$ cat config.mk
export PLATFORM = sky130hd
export DESIGN_NAME = cdc_xfer_arbiter
export DESIGN_NICKNAME = d
export VERILOG_FILES = /design/src/rtl/cdc_xfer_arbiter.sv
export SDC_FILE = /design/constraint.sdc
export NUM_CORES = 1
export LEC_CHECK = 0
export ABC_CLOCK_PERIOD_IN_PS = 4820
export BUFFER_PORTS_ARGS = -buffer_cell sky130_fd_sc_hd__buf_2
export CORE_ASPECT_RATIO = 0.8
export CORE_MARGIN = 4
export CORE_UTILIZATION = 53
export CTS_BUF_LIST = sky130_fd_sc_hd__clkbuf_8
export DETAILED_ROUTE_END_ITERATION = 12
export PLACE_DENSITY_LB_ADDON = 0.3
export SLEW_MARGIN = 0
export SYNTH_ARGS = -nofsm -noshare
export SYNTH_HDL_FRONTEND = slang
export SYNTH_SLANG_ARGS = --single-unit
$ cat constraint.sdc
create_clock -name clkA -period 4.82 [get_ports clkA]
set_input_delay 0.482 -clock clkA [delete_from_list [all_inputs] [get_ports clkA]]
set_output_delay 0.482 -clock clkA [all_outputs]
set_load 0.01 [all_outputs]
$ cat src/rtl/cdc_xfer_arbiter.sv
// Launch side of a toggle-handshake CDC channel shared by N requesters.
// Round-robin arbitration, held data word, and a two-flop ack synchroniser.
module cdc_xfer_arbiter #(
  parameter int N = 4,
  parameter int W = 8,
  localparam int SW = $clog2(N)
) (
  input  logic            clkA,
  input  logic            rst,
  input  logic [N-1:0]    req,
  input  logic [N*W-1:0]  req_data,
  output logic [N-1:0]    grant,
  output logic [N-1:0]    done,
  output logic            busy,
  output logic            xfer_toggle,
  output logic [W-1:0]    xfer_data,
  output logic [SW-1:0]   xfer_src,
  input  logic            ack_toggle_async,
  output logic            protocol_err
);

  typedef enum logic [1:0] {
    IDLE = 2'd0,
    WAIT = 2'd1,
    COOL = 2'd2
  } state_t;

  state_t        state_r;
  logic [1:0]    ackSync_r;
  logic          mismatch_r;
  logic [SW-1:0] ptr_r;

  logic          match_s;
  logic          found_s;
  logic [SW-1:0] winner_s;
  logic [SW-1:0] cand_s;
  logic [SW-1:0] ptrNext_s;

  assign match_s      = (ackSync_r[1] == xfer_toggle);
  assign busy         = (state_r != IDLE);
  assign protocol_err = (state_r == IDLE) && !match_s && !mismatch_r;

  // Round-robin search: first requester at or above ptr, wrapping to 0.
  always_comb begin
    found_s  = 1'b0;
    winner_s = '0;
    cand_s   = '0;
    for (int i = 0; i < N; i++) begin
      if (int'(ptr_r) + i >= N) begin
        cand_s = SW'(int'(ptr_r) + i - N);
      end else begin
        cand_s = SW'(int'(ptr_r) + i);
      end
      if (!found_s && req[cand_s]) begin
        found_s  = 1'b1;
        winner_s = cand_s;
      end else begin
        found_s  = found_s;
      end
    end
  end

  // Pointer moves to the requester just after the winner.
  always_comb begin
    if (winner_s == SW'(N - 1)) begin
      ptrNext_s = '0;
    end else begin
      ptrNext_s = winner_s + 1'b1;
    end
  end

  // Handshake FSM, ack synchroniser and all registered outputs.
  always_ff @(posedge clkA) begin
    if (rst) begin
      state_r     <= IDLE;
      ackSync_r   <= 2'b00;
      mismatch_r  <= 1'b0;
      ptr_r       <= '0;
      grant       <= '0;
      done        <= '0;
      xfer_toggle <= 1'b0;
      xfer_data   <= '0;
      xfer_src    <= '0;
    end else begin
      ackSync_r  <= {ackSync_r[0], ack_toggle_async};
      mismatch_r <= (state_r == IDLE) && !match_s;
      done       <= '0;
      case (state_r)
        IDLE: begin
          if (found_s && match_s) begin
            xfer_data   <= req_data[winner_s*W +: W];
            xfer_src    <= winner_s;
            grant       <= {{(N-1){1'b0}}, 1'b1} << winner_s;
            xfer_toggle <= ~xfer_toggle;
            ptr_r       <= ptrNext_s;
            state_r     <= WAIT;
          end
        end
        WAIT: begin
          if (match_s) begin
            done    <= {{(N-1){1'b0}}, 1'b1} << xfer_src;
            grant   <= '0;
            state_r <= COOL;
          end
        end
        // One dead cycle so a requester clearing req on done is not re-granted.
        COOL: begin
          state_r <= IDLE;
        end
        default: begin
          state_r <= IDLE;
        end
      endcase
    end
  end

endmodule

== After elaboration in Yosys (flattened, before gate mapping) ==
Index checks and enable logic that the tools add are counted.
Operators by class
  add/subtract/negate cells: 8
  multiply operators: 0
  div/mod/pow operators: 0
  order comparisons: 8
  equal/unequal tests: 5
  shifts and indexed selects: 3
  multiplexer cells: 27
  bitwise gates (word level): 3
  reduce and logical (&&, ||, !) cells: 18
Operators by type and width (count)
  $shiftx 32x6->8: 1
  $mux 2: 11
  $lt 2x3->1 const B: 4
  $ge 3x3->1 const B: 3
  $bmux 1 s2: 4
  $mux 1: 8
  $mux 4: 2
  $pmux 4 s2: 1
  $shl 1x2->4 const A: 2
  $sub 2x1->2 const B: 4
  $add 2x2->3 const B: 2
  $logic_and 1x1->1: 6
  $logic_not 1->1: 5
  $pmux 2 s2: 1
  $reduce_and 2->1: 2
  $reduce_bool 2->1: 2
  $add 2x1->3 const B: 1
  $ge 2x3->1 const B: 1
  $not 1->1: 3
  $reduce_and 3->1: 1
  $reduce_or 3->1: 1
  $add 2x1->2 const B: 1
  $eq 2x1->1 const B: 1
  $eq 2x2->1 const B: 1
  other kinds (4): 4
Word-level totals
  register bits after elaboration: 26
  latch bits: 0
  memory bits (writable): 0
  memory bits (read-only): 0
  bits of input ports: 39
  word-level logic and storage cells: 81
  memories: 0

== Logic depth before layout (Yosys ltp) ==
  depth after elaboration: 17
  mapped depth: 8

== Least setup slack after synthesis ==
No wires, ideal clock.
  path type: input -> register
  start: input port req[3]
  end: register ptr_r[0]
  arrival: 1871 ps
  setup slack: 2878 ps
  cell stages on the path: 8
  buffers on the path: 1
  cell sequence: or2_1 -> and4_1 -> buf_2 -> nor2_2 -> inv_2 -> ha_1 -> or3_1 -> a21oi_1
On the way
  cells in the longest elaborated chain, start to end: 14
RTL lines
  from (decl): RTL line 10  | input logic [N-1:0] req,
  $bmux 1 s2: RTL line 54  | if (!found_s && req[cand_s]) begin
  $mux 1 (not written as such): RTL line 54
  $mux 1: RTL line 54
  $logic_not 1->1: RTL line 54
  $logic_and 1x1->1: RTL line 54
  $mux 1: RTL line 54
  $logic_not 1->1: RTL line 54
  $logic_and 1x1->1: RTL line 54
  $mux 1: RTL line 54
  $logic_not 1->1: RTL line 54
  $logic_and 1x1->1: RTL line 54
  $mux 2 / $mux 1 (equally long branches): RTL line 54
  $add 2x1->2, or another cell as far along: RTL line 68  | ptrNext_s = winner_s + 1'b1;
  $mux 2 / $reduce_and 2->1 (equally long branches)
  to (signal assigned): RTL line 95  | ptr_r <= ptrNext_s;
  to (decl): RTL line 31  | logic [SW-1:0] ptr_r;
Several ways; a longest one is shown, not always the timed one. The select of a mux whose other input is x is not followed.
A chain may end at the register's enable or synchronous reset.

== Final worst setup path ==
  start: register ptr_r[0]
  end: register xfer_data[6]
On the way
  cells in the longest elaborated chain, start to end: 16
RTL lines
  branches (longest 16 deep; another with $add 2x1->3)
  to (signal assigned): RTL line 91  | xfer_data <= req_data[winner_s*W +: W];
  to (decl): RTL line 16  | output logic [W-1:0] xfer_data,
Parallel ways; which one is timed is not known. The select of a mux whose other input is x is not followed.

==> impl_metrics.py <==
metrics = {
    "status": {
        "status": "completed",
    },
    "synthesis": {
        "syn_nets": 203,
        "synth.avg_cell_area_sq_um": 8.62,
        "synth_warnings": 0,
        "synth_top_cell_by_area": "dfxtp_1",
        "yosysSeqAreaShare": 0.370,
        "synth_flop_cell": "dfxtp_1",
        "synth_cell_types": 42,
        "netlist_instances": 163,
        "yosys-top-cells-area": "dfxtp_1, o311ai_1, nand2b_1, a21oi_1, a21o_1",
        "async_flop_share": 0,
        "ys_ff_latch": 26,
        "synth_edf_count": 0,
        "synthDominantCellAreaShare": 0.370,
        "mappedNetlistArea_sq_mm": 0.00141,
    },
    "detailed_routing": {
        "antenna_left": 0,
        "detail_route.first_pass.iterations": 4,
        "wirelength_microns": 3740,
        "via_count": 1417,
        "drt-initial-drc-count": 83,
        "wl_per_cell_microns": 14.9,
        "viasPerCell": 5.65,
        "drc_errors": 0,
    },
    "clocking": {
        "clk_pin_slew_ns": 0.09,
        "ctsResizeCount": 0,
        "clockBufferDepth": 2,
        "root_buffer": "clkbuf_8",
        "cts.sinks": 26,
        "clock_latency_ns": 0.27,
        "ctsHoldBuffers": 0,
        "cts_setup_buffers": 0,
        "cts_tree": "done",
        "cts_buffers": 3,
        "htree_num_levels": 1,
    },
    "global_route": {
        "grt_pass1_wl_microns": 5970,
        "first_global_vias": 1315,
        "grt_max_degree": 25,
        "antenna_found_initial": 0,
        "grt_usage": 0.218,
        "overflow": 0,
    },
    "placed_design": {
        "dpl.hpwl_microns": 2690,
        "place_congestion": 0.810,
        "io_buffers": 59,
    },
    "finish": {
        "multiInputGateArea_sq_um": 805,
        "final_util": 0.704,
        "synthToLayoutAreaGrowth_pct": 24.4,
        "final_cell_mix": "buf_2, dfxtp_1, nor2_1, a21oi_1, nand2b_1",
        "fillers": 226,
        "seq_area_sq_um": 520,
        "antenna_cells": 0,
        "nNetsFinal": 256,
        "mostFrequentLayoutCell": "buf_2",
        "drive_gt1_frac": 0.340,
    },
    "timing": {
        "final.setup.tns_ns": 0,
        "rsz0062_at_grt": "false",
        "skew_ns": 0.00187,
        "timing.fmax_mhz": 445,
        "fin_crit_sh": 0.466,
        "setup_viol": 0,
        "drv_slew": 0,
        "hold_viol": 0,
        "worst_slew_pin_slew_ns": 0.882,
        "max_slew_margin": 0.407,
        "fin_crit_ns": 2.25,
    },
    "critical_path": {
        "arrival_ns": 2.39,
        "reg2regPathDepth": 5,
        "r2r-start": "ptr_r[0]$_SDFFE_PP0P_",
        "crit_type": "flop to flop",
        "crit_fanout": 24,
        "required_ns": 4.97,
        "r2r-end": "xfer_data[6]$_SDFFE_PP0P_",
        "end_kind": "flop",
        "path_cells": "nand2b_1 -> nand4_1 -> and3_1 -> o311ai_1 -> a21oi_1",
        "reg2reg_slack_ns": 2.57,
        "worstSetupStartpointType": "flop",
        "slowest_delay_ns": 0.66,
        "cpMaxStageDelayCell": "nand4_1",
    },
    "die": {
        "die_y_microns": 54.1,
        "fp-row-count": 16,
        "die_w_microns": 65.6,
        "core-area_sq_mm": 0.00248,
        "start_util": 0.566,
        "io_pins": 60,
        "dieArea_sq_mm": 0.00354,
    },
    "worst_hold_path": {
        "hp-class": "input port to flop",
        "holdPathStages": 2,
        "min_to": "ackSync_r[0]$_SDFF_PP0_",
        "holdCritStartpoint": "ack_toggle_async",
    },
    "pwr": {
        "total_power_uw": 730,
        "p_per_area_mw_per_mm2": 418,
        "clockPowerShare": 0.246,
        "p_seq_frac": 0.375,
        "p_switching_uw": 248,
        "leakage_uw": 0.000820,
        "p_int_uw": 482,
        "vdd_drop_max_uv": 251,
        "combPwrFrac": 0.379,
        "p_sw_frac": 0.340,
    },
    "job": {
        "maxCapViolCount": 0,
    },
}
[critical path, delay by kind of cell (launching register included)]
| kind | cells | cell delay, ns |
|---|---|---|
| simple gates | 3 | 1.31 |
| flops | 1 | 0.42 |
| compound gates | 2 | 0.39 |
[stage by stage]
stage | setup WS (ns) | cells | hold slack [ns] | area, sq um
global placement | 2.54 | 247 | 0.428 | 1680
global route | 2.41 | 251 | 0.442 | 1750
CTS | 2.61 | 251 | 0.427 | 1750
detailed placement | 2.39 | 247 | 0.457 | 1680
finish | 2.57 | 251 | 0.426 | 1750
floorplan | 2.88 | 163 | 0.414 | 1410
[worst max path at each step]
| stage | startpoint | end | slack, ns | cells after the start |
|---|---|---|---|---|
| floorplan | req[3] | ptr_r[0]$_SDFFE_PP0P_ | 2.88 | 8 |
| global placement | req[3] | xfer_data[4]$_SDFFE_PP0P_ | 2.54 | 6 |
| detailed placement | req[3] | xfer_data[6]$_SDFFE_PP0P_ | 2.39 | 6 |
| CTS | ptr_r[0]$_SDFFE_PP0P_ | xfer_data[6]$_SDFFE_PP0P_ | 2.61 | 5 |
| global route | ptr_r[0]$_SDFFE_PP0P_ | xfer_data[5]$_SDFFE_PP0P_ | 2.41 | 5 |
| finish | ptr_r[0]$_SDFFE_PP0P_ | xfer_data[6]$_SDFFE_PP0P_ | 2.57 | 5 |
[cell type report]
| cell class | count | area share |
|---|---|---|
| sequential | 26 | 0.298 |
| multi-input combinational | 123 | 0.460 |
| timing repair buffer | 59 | 0.169 |
| clock inverter | 1 | 0.0172 |
| tap | 36 | 0.0258 |
| inverter | 3 | 0.00644 |
| clock buffer | 3 | 0.0236 |
[state kept, by name (all words and copies together) (netlist names)]
signal	cells
xfer_data	8
mismatch_r	1
state_r	2
ackSync_r	2
done	4
xfer_src	2
xfer_toggle	1
ptr_r	2
grant	4
[synthesized netlist by cell type (4+ instances only)]
master	n
buf_2	4
a21o_1	8
dfxtp_1	26
o311ai_1	8
nand2b_1	11
clkbuf_1	4
o21ai_0	8
a21boi_0	7
nor2_1	12
and3_1	9
a21oi_1	12
nand3_1	8
nand2_1	7
[cell families after synthesis]
family          synth area share
flops                      0.370
buf+inv                   0.0570
simple gates               0.287
fa+ha+maj                0.00890
compound gates             0.271
xor+xnor                 0.00623
[power groups by stage]
stage / Combinational, uW / Clock (uW) / Sequential [uW]
3_3_place_gp: 262 / 0 / 276
6_report: 277 / 180 / 274
3_5_place_dp: 274 / 0 / 278
5_1_grt: 307 / 193 / 278
2_1_floorplan: 193 / 0 / 288
4_1_cts: 276 / 182 / 273
[routing by layer]
metal / up-vias / global-route usage / wire length (microns)
met5: - / 0 / 0
met4: 0 / 0.0414 / 8
met3: 2 / 0.0459 / 254
met2: 52 / 0.405 / 1870
met1: 664 / 0.265 / 1610
li1: 699 / - / -
No activity file was read; power rests on OpenSTA's default activity.
